## config.mk

```make
export PLATFORM = sky130hd
export DESIGN_NAME = fp_mul_normalize_pack_flat
export DESIGN_NICKNAME = d
export VERILOG_FILES = /design/src/rtl/fp_mul_normalize_pack_if.sv /design/src/rtl/fp_mul_normalize_pack.sv /design/src/flat_wrapper.sv
export SDC_FILE = /design/constraint.sdc
export NUM_CORES = 1
export LEC_CHECK = 0
export ABC_AREA = 1
export BUFFER_PORTS_ARGS = -buffer_cell sky130_fd_sc_hd__clkbuf_2
export CORE_UTILIZATION = 55
export DETAILED_ROUTE_END_ITERATION = 16
export PLACE_DENSITY = 0.78
export SYNTH_ARGS = -nofsm -noshare
export SYNTH_HDL_FRONTEND = slang
export SYNTH_SLANG_ARGS = --single-unit
```

## constraint.sdc

```tcl
create_clock -name clk -period 8.2 [get_ports clk]
set_input_delay 0.82 -clock clk [delete_from_list [all_inputs] [get_ports clk]]
set_output_delay 0.82 -clock clk [all_outputs]
set_load 0.01 [all_outputs]
```

## src/rtl/fp_mul_normalize_pack_if.sv

```systemverilog
// Handshake and data bundle between the multiplier datapath and its final
// normalize/round/pack stage. The slave side is the pack stage.
interface fp_mul_normalize_pack_if;
    logic        in_valid;
    logic        in_ready;
    logic        sign_in;
    logic [9:0]  exp_in;
    logic [47:0] mant_in;
    logic        is_nan;
    logic        is_inf;
    logic        is_zero;
    logic        out_valid;
    logic        out_ready;
    logic [31:0] output_z;
    logic [2:0]  flags;

    modport master (
        output in_valid, sign_in, exp_in, mant_in, is_nan, is_inf, is_zero, out_ready,
        input  in_ready, out_valid, output_z, flags
    );

    modport slave (
        input  in_valid, sign_in, exp_in, mant_in, is_nan, is_inf, is_zero, out_ready,
        output in_ready, out_valid, output_z, flags
    );
endinterface

```

## src/rtl/fp_mul_normalize_pack.sv

```systemverilog
// Final binary32 multiplier stage: iterative normalization of the 48-bit product,
// round-to-nearest-even, flush-to-zero and IEEE-754 packing.
// Handshake: a transfer happens on a rising clk edge where valid && ready are both
// high; valid holds its payload stable until that edge, ready never depends on valid.
module fp_mul_normalize_pack (
    input  logic                       clk,
    input  logic                       rst,
    fp_mul_normalize_pack_if.slave     bus,
    output logic [1:0]                 o_dbg_state
);
    typedef enum logic [1:0] {
        S_IDLE  = 2'd0,
        S_NORM  = 2'd1,
        S_ROUND = 2'd2,
        S_DONE  = 2'd3
    } state_t;

    state_t             r_state;
    state_t             w_next;
    logic               r_sign;
    logic signed [9:0]  r_exp;
    logic [47:0]        r_mant;
    logic               r_sticky;
    logic               r_out_valid;
    logic [31:0]        r_z;
    logic [2:0]         r_flags;

    logic               w_special;
    logic [31:0]        w_special_z;
    logic [22:0]        w_frac;
    logic               w_guard;
    logic               w_sticky;
    logic               w_inc;
    logic [23:0]        w_frac_sum;
    logic signed [9:0]  w_carry;
    logic signed [9:0]  w_exp_fin;
    logic [31:0]        w_round_z;
    logic [2:0]         w_round_flags;

    assign bus.in_ready  = (r_state == S_IDLE) && rst;
    assign bus.out_valid = r_out_valid;
    assign bus.output_z  = r_z;
    assign bus.flags     = r_flags;
    assign o_dbg_state   = r_state;

    assign w_special = bus.is_nan | bus.is_inf | bus.is_zero;

    always_comb begin
        w_special_z = {bus.sign_in, 31'h0};
        if (bus.is_nan || (bus.is_inf && bus.is_zero)) begin
            w_special_z = 32'h7FC00000;
        end else if (bus.is_inf) begin
            w_special_z = {bus.sign_in, 8'hFF, 23'h0};
        end
    end

    // Rounding assumes the hidden bit already sits at mant[46].
    assign w_frac     = r_mant[45:23];
    assign w_guard    = r_mant[22];
    assign w_sticky   = (|r_mant[21:0]) | r_sticky;
    assign w_inc      = w_guard & (w_sticky | w_frac[0]);
    assign w_frac_sum = {1'b0, w_frac} + {23'h0, w_inc};
    assign w_carry    = {9'h0, w_frac_sum[23]};
    assign w_exp_fin  = r_exp + w_carry;

    always_comb begin
        w_round_z     = {r_sign, w_exp_fin[7:0], w_frac_sum[22:0]};
        w_round_flags = {2'b00, w_guard | w_sticky};
        if (w_exp_fin >= 10'sd255) begin
            w_round_z     = {r_sign, 8'hFF, 23'h0};
            w_round_flags = 3'b101;
        end else if (w_exp_fin <= 10'sd0) begin
            w_round_z     = {r_sign, 31'h0};
            w_round_flags = {2'b01, (|r_mant) | r_sticky};
        end
    end

    always_comb begin
        w_next = r_state;
        case (r_state)
            S_IDLE:  if (bus.in_valid) w_next = w_special ? S_DONE : S_NORM;
            S_NORM: begin
                if (r_mant == 48'h0)                w_next = S_DONE;
                else if (r_mant[47] || r_mant[46]) w_next = S_ROUND;
            end
            S_ROUND: w_next = S_DONE;
            S_DONE:  if (r_out_valid && bus.out_ready) w_next = S_IDLE;
            default: w_next = S_IDLE;
        endcase
    end

    always_ff @(posedge clk or negedge rst) begin
        if (!rst) begin
            r_state     <= S_IDLE;
            r_sign      <= 1'b0;
            r_exp       <= 10'sd0;
            r_mant      <= 48'h0;
            r_sticky    <= 1'b0;
            r_out_valid <= 1'b0;
            r_z         <= 32'h0;
            r_flags     <= 3'b000;
        end else begin
            r_state <= w_next;
            case (r_state)
                S_IDLE: begin
                    if (bus.in_valid) begin
                        r_sign   <= bus.sign_in;
                        r_exp    <= bus.exp_in;
                        r_mant   <= bus.mant_in;
                        r_sticky <= 1'b0;
                        if (w_special) begin
                            r_z     <= w_special_z;
                            r_flags <= 3'b000;
                        end
                    end
                end
                S_NORM: begin
                    if (r_mant == 48'h0) begin
                        r_z     <= {r_sign, 31'h0};
                        r_flags <= 3'b000;
                    end else if (r_mant[47]) begin
                        r_mant   <= r_mant >> 1;
                        r_exp    <= r_exp + 10'sd1;
                        r_sticky <= r_sticky | r_mant[0];
                    end else if (!r_mant[46]) begin
                        r_mant <= r_mant << 1;
                        r_exp  <= r_exp - 10'sd1;
                    end
                end
                S_ROUND: begin
                    r_z     <= w_round_z;
                    r_flags <= w_round_flags;
                end
                S_DONE: begin
                    // out_valid rises one cycle after entering DONE and clears on the handshake.
                    if (!r_out_valid)        r_out_valid <= 1'b1;
                    else if (bus.out_ready)  r_out_valid <= 1'b0;
                end
                default: ;
            endcase
        end
    end
endmodule

```

## src/flat_wrapper.sv

```systemverilog
// flat-port wrapper written by rule: the top's interface ports become plain ports
module fp_mul_normalize_pack_flat 
  (clk, rst, o_dbg_state, bus_in_valid, bus_sign_in, bus_exp_in, bus_mant_in, bus_is_nan, bus_is_inf, bus_is_zero, bus_out_ready, bus_in_ready, bus_out_valid, bus_output_z, bus_flags);
  fp_mul_normalize_pack_if bus_i ();
  input  logic clk;
  input  logic rst;
  output logic [1:0] o_dbg_state;
  input wire logic [$bits(bus_i.in_valid)-1:0] bus_in_valid;
  input wire logic [$bits(bus_i.sign_in)-1:0] bus_sign_in;
  input wire logic [$bits(bus_i.exp_in)-1:0] bus_exp_in;
  input wire logic [$bits(bus_i.mant_in)-1:0] bus_mant_in;
  input wire logic [$bits(bus_i.is_nan)-1:0] bus_is_nan;
  input wire logic [$bits(bus_i.is_inf)-1:0] bus_is_inf;
  input wire logic [$bits(bus_i.is_zero)-1:0] bus_is_zero;
  input wire logic [$bits(bus_i.out_ready)-1:0] bus_out_ready;
  output wire logic [$bits(bus_i.in_ready)-1:0] bus_in_ready;
  output wire logic [$bits(bus_i.out_valid)-1:0] bus_out_valid;
  output wire logic [$bits(bus_i.output_z)-1:0] bus_output_z;
  output wire logic [$bits(bus_i.flags)-1:0] bus_flags;
  assign bus_i.in_valid = bus_in_valid;
  assign bus_i.sign_in = bus_sign_in;
  assign bus_i.exp_in = bus_exp_in;
  assign bus_i.mant_in = bus_mant_in;
  assign bus_i.is_nan = bus_is_nan;
  assign bus_i.is_inf = bus_is_inf;
  assign bus_i.is_zero = bus_is_zero;
  assign bus_i.out_ready = bus_out_ready;
  assign bus_in_ready = bus_i.in_ready;
  assign bus_out_valid = bus_i.out_valid;
  assign bus_output_z = bus_i.output_z;
  assign bus_flags = bus_i.flags;
  fp_mul_normalize_pack u_core (.clk(clk), .rst(rst), .bus(bus_i), .o_dbg_state(o_dbg_state));
endmodule
```

==> impl_metrics.yaml <==
worst_setup_path:
  crit_required_ns: 8.49
  path_max_fanout: 20
  crit_top_cell: "sky130_fd_sc_hd__nand2_1"
  critPathMaxStageDelay_ns: 0.56
  crit_chain: "nand2_1 -> nor3_4 -> nand2_2 -> nor2_1 -> nand2_1 -> nor2_1 -> nand2_1 -> nor2_1 -> nand3_1 -> nor3_2 -> ha_1 -> ha_1 -> nand3_1 -> inv_1 -> nand4_1 -> nand2_1 -> inv_1 -> nand3_1 -> nand2_2 -> inv_1 -> nand3_1 -> nand2_1"
  end_kind: "register"
  path_class: "register to register"
  crit_buf_inv: 3
  critical_path_data_arrival_time_ns: 4.27
  critPathTopFamily: "simple AND/OR/NAND/NOR gates"
  timing.critical_path.from_type: "register"
  timing.critical_path.slowest_stage_cell: "sky130_fd_sc_hd__inv_1"
final_layout:
  commonest_non_fill_non_tap_cell_in_the_layout: "sky130_fd_sc_hd__nand2_1"
  final_layout_size_suffix_gt1_frac: 0.1553
  final-instance-count-excl-fill: 1203
  multi_input_area_mm2: 0.003656
  commonest_cells_after_routing_fill_and_taps_aside: "333 x sky130_fd_sc_hd__nand2_1, 103 x sky130_fd_sc_hd__clkbuf_2, 98 x sky130_fd_sc_hd__dfrtp_1, 90 x sky130_fd_sc_hd__inv_1, 89 x sky130_fd_sc_hd__nor2_1"
  synthToLayoutAreaGrowth_pct: 12.07
  num_antenna_cells: 0
  area.sequential_mm2: 0.002452
  final_nets: 1134
  fillCellCount: 1133
global_routing:
  antenna_violations_before_repair: 0
  grt_usage: 0.2847
  met1_global_route_usage: 0.3911
  grt_pass1_wl_um: 28810
  grt_start_max_net_pins: 102
  gr-usage-met2: 0.4539
  remaining_overflow_grt: 0
  globalRouteMet3Util: 0.03402
  grt_pass1_vias: 6009
  grt.busiest_layer: "met2"
detailed_routing:
  final_antenna_net_count: 0
  drt_iter0_drc: 525
  drt_first_pass_iters: 5
  routed-via-count: 6579
  post_drt_via_cell_ratio: 5.469
  wl_per_cell_um: 14.24
  wl_um: 17130
  drcViolationCount: 0
outcome:
  status: "complete, no violations"
floorplanning:
  die-width_um: 112.6
  core_area_mm2: 0.01196
  num_io_pins: 105
  die_height_um: 112.6
  initial_core_util: 0.5626
  rows: 40
  die_footprint_mm2: 0.01268
place:
  gp_routability_congestion: 0.9787
  buffer_ports.inserted: 104
  dp_cells: 1188
  dpl.hpwl_um: 12540
power:
  p_sw_frac: 0.5067
  peak_vdd_ir_uv: 211.7
  power_density_mw_per_mm2: 413.9
  leakagePower_nw: 3.940
  internal-power_w: 0.001540
  clkPwrFrac: 0.150
  power.share.sequential: 0.299
  power_frac_comb: 0.551
  netSwitchingPower_w: 0.001581
synthesis:
  yosys-top-cells-area: "sky130_fd_sc_hd__dfrtp_1 36%, sky130_fd_sc_hd__nand2_1 19%, sky130_fd_sc_hd__o21ai_0 5.3%"
  most_common_flop_cell_mapped_by_yosys: "sky130_fd_sc_hd__dfrtp_1"
  synth_sequential_area_ratio: 0.3644
  synth-async-reset-ratio: 1.000
  synth_top_area_frac: 0.3644
  post_synth_instance_area_mm2: 0.006729
  yosys_register_bits: 98
  ys.warnings.count: 0
  synthesis.nets: 1058
  synth.largest_area_cell: "sky130_fd_sc_hd__dfrtp_1"
  synthCells: 976
  synth-edff-count: 0
  avgSynthCellArea_um2: 6.894
  ys_types: 46
timing:
  skew_ns: 0.009703
  hold_viol: 0
  rsz0062_at_grt: "no"
  final.min_clock_period_ns: 3.981
  drv_slew: 0
  finalSetupViolations: 0
  timing.slew.headroom: 0.3521
  worst-slew-pin-transition_ns: 0.9708
  setup-tns-final_ns: 0
  period_share: 0.4855
  fmaxAchievable_mhz: 251.2
clock_network:
  worst_skew_pair.late_latency_ns: 0.36
  cts_tree: "yes"
  cts.reportedPaths.clkPinSlew_ns: 0.07
  clock_sink_count: 98
  post_cts_resize_count: 0
  cts_root_buf: "sky130_fd_sc_hd__clkbuf_16"
  cts.htree.levels: 3
  numCtsBuffers: 9
  postCtsSetupRepairBufs: 0
  postCtsHoldBufs: 0
  cts_max_path_buffers: 2
worst_hold_path:
  holdCritPathClass: "input pin to async pin"
job:
  cap_violations: 0
## per-stage QoR
stage	power [W]	util	setup slack [ns]	instance area, um^2	hold slack, ns
floorplan	0.002261	-	5.109	6729	0.4533
global placement	0.002631	0.6037	4.361	7221	0.4630
detailed placement	0.002646	0.6037	4.275	7221	0.4647
CTS	0.003118	0.6304	4.240	7541	0.3872
global route	0.003421	0.6304	3.627	7541	0.4102
finish	0.003121	0.6304	4.219	7541	0.3748
## routing by layer
metal	vias up	routed length, um
li1	3304	-
met1	3029	7799
met2	210	7974
met3	36	859
met4	0	498
met5	-	0
## area by class of cell
| type | count | share of cell area |
|---|---|---|
| clock buffers | 13 | 0.03451 |
| inverters | 96 | 0.04878 |
| well taps | 147 | 0.02439 |
| flip-flops and latches | 98 | 0.3252 |
| repair buffers | 109 | 0.07433 |
| multi-input cells | 738 | 0.4848 |
| clock inverters | 2 | 0.007964 |
## cell usage after synthesis, drive strengths merged (3+ instances only)
library cell	count
nand2	342
nor2	101
o21ai	101
dfrtp	98
inv	96
nand3	61
buf	29
a22oi	23
nor3	22
xor2	16
a21oi	15
clkbuf	15
ha	15
nand4	12
o211ai	7
o221ai	5
a221oi	3
or2	3
## sequential cells by signal, indices dropped and copies added (netlist names)
name	cells
u_core.bus.flags	3
u_core.r_mant	48
u_core.r_sign	1
u_core.r_sticky	1
u_core.bus.out_valid	1
u_core.o_dbg_state	2
u_core.bus.output_z	32
u_core.r_exp	10
## power by group through the flow
stage | Combinational (W) | Sequential (W) | Clock, W
floorplan | 0.00137 | 0.000892 | 0
detailed placement | 0.00171 | 0.000935 | 0
finish | 0.00172 | 0.000933 | 0.000468
global placement | 0.00170 | 0.000931 | 0
global route | 0.00197 | 0.000964 | 0.000491
CTS | 0.00172 | 0.000927 | 0.000471
## path summary, 6_finish.rpt
path | from | endpoint | slack (ns) | cells after the start
setup / recovery | u_core.r_mant[22] | u_core.bus.output_z[0] | 4.22 | 22
hold / removal | rst | u_core.r_sign | 0.37 | 1
setup reg to reg | u_core.r_mant[22] | u_core.bus.output_z[0] | 4.22 | 22
hold reg to reg | u_core.bus.output_z[15] | u_core.bus.output_z[15] | 0.48 | 2
max in group asynchronous | rst | u_core.r_mant[41] | 6.62 | 2
min in group clk | u_core.bus.output_z[15] | u_core.bus.output_z[15] | 0.48 | 2
## logic make-up (layout without fill, tap and decap cells)
| kind of cell | Yosys count | count (layout) | synth area share |
|---|---|---|---|
| AO/OA/AOI/OAI | 159 | 159 | 0.1359 |
| XOR/XNOR | 17 | 17 | 0.02213 |
| adder cells (fa/ha/maj) | 16 | 16 | 0.03087 |
| buffers and inverters | 140 | 220 | 0.09334 |
| flip-flops | 98 | 98 | 0.3644 |
| AND/OR/NAND/NOR | 546 | 546 | 0.3533 |
Power figures use the tool's default switching activity.
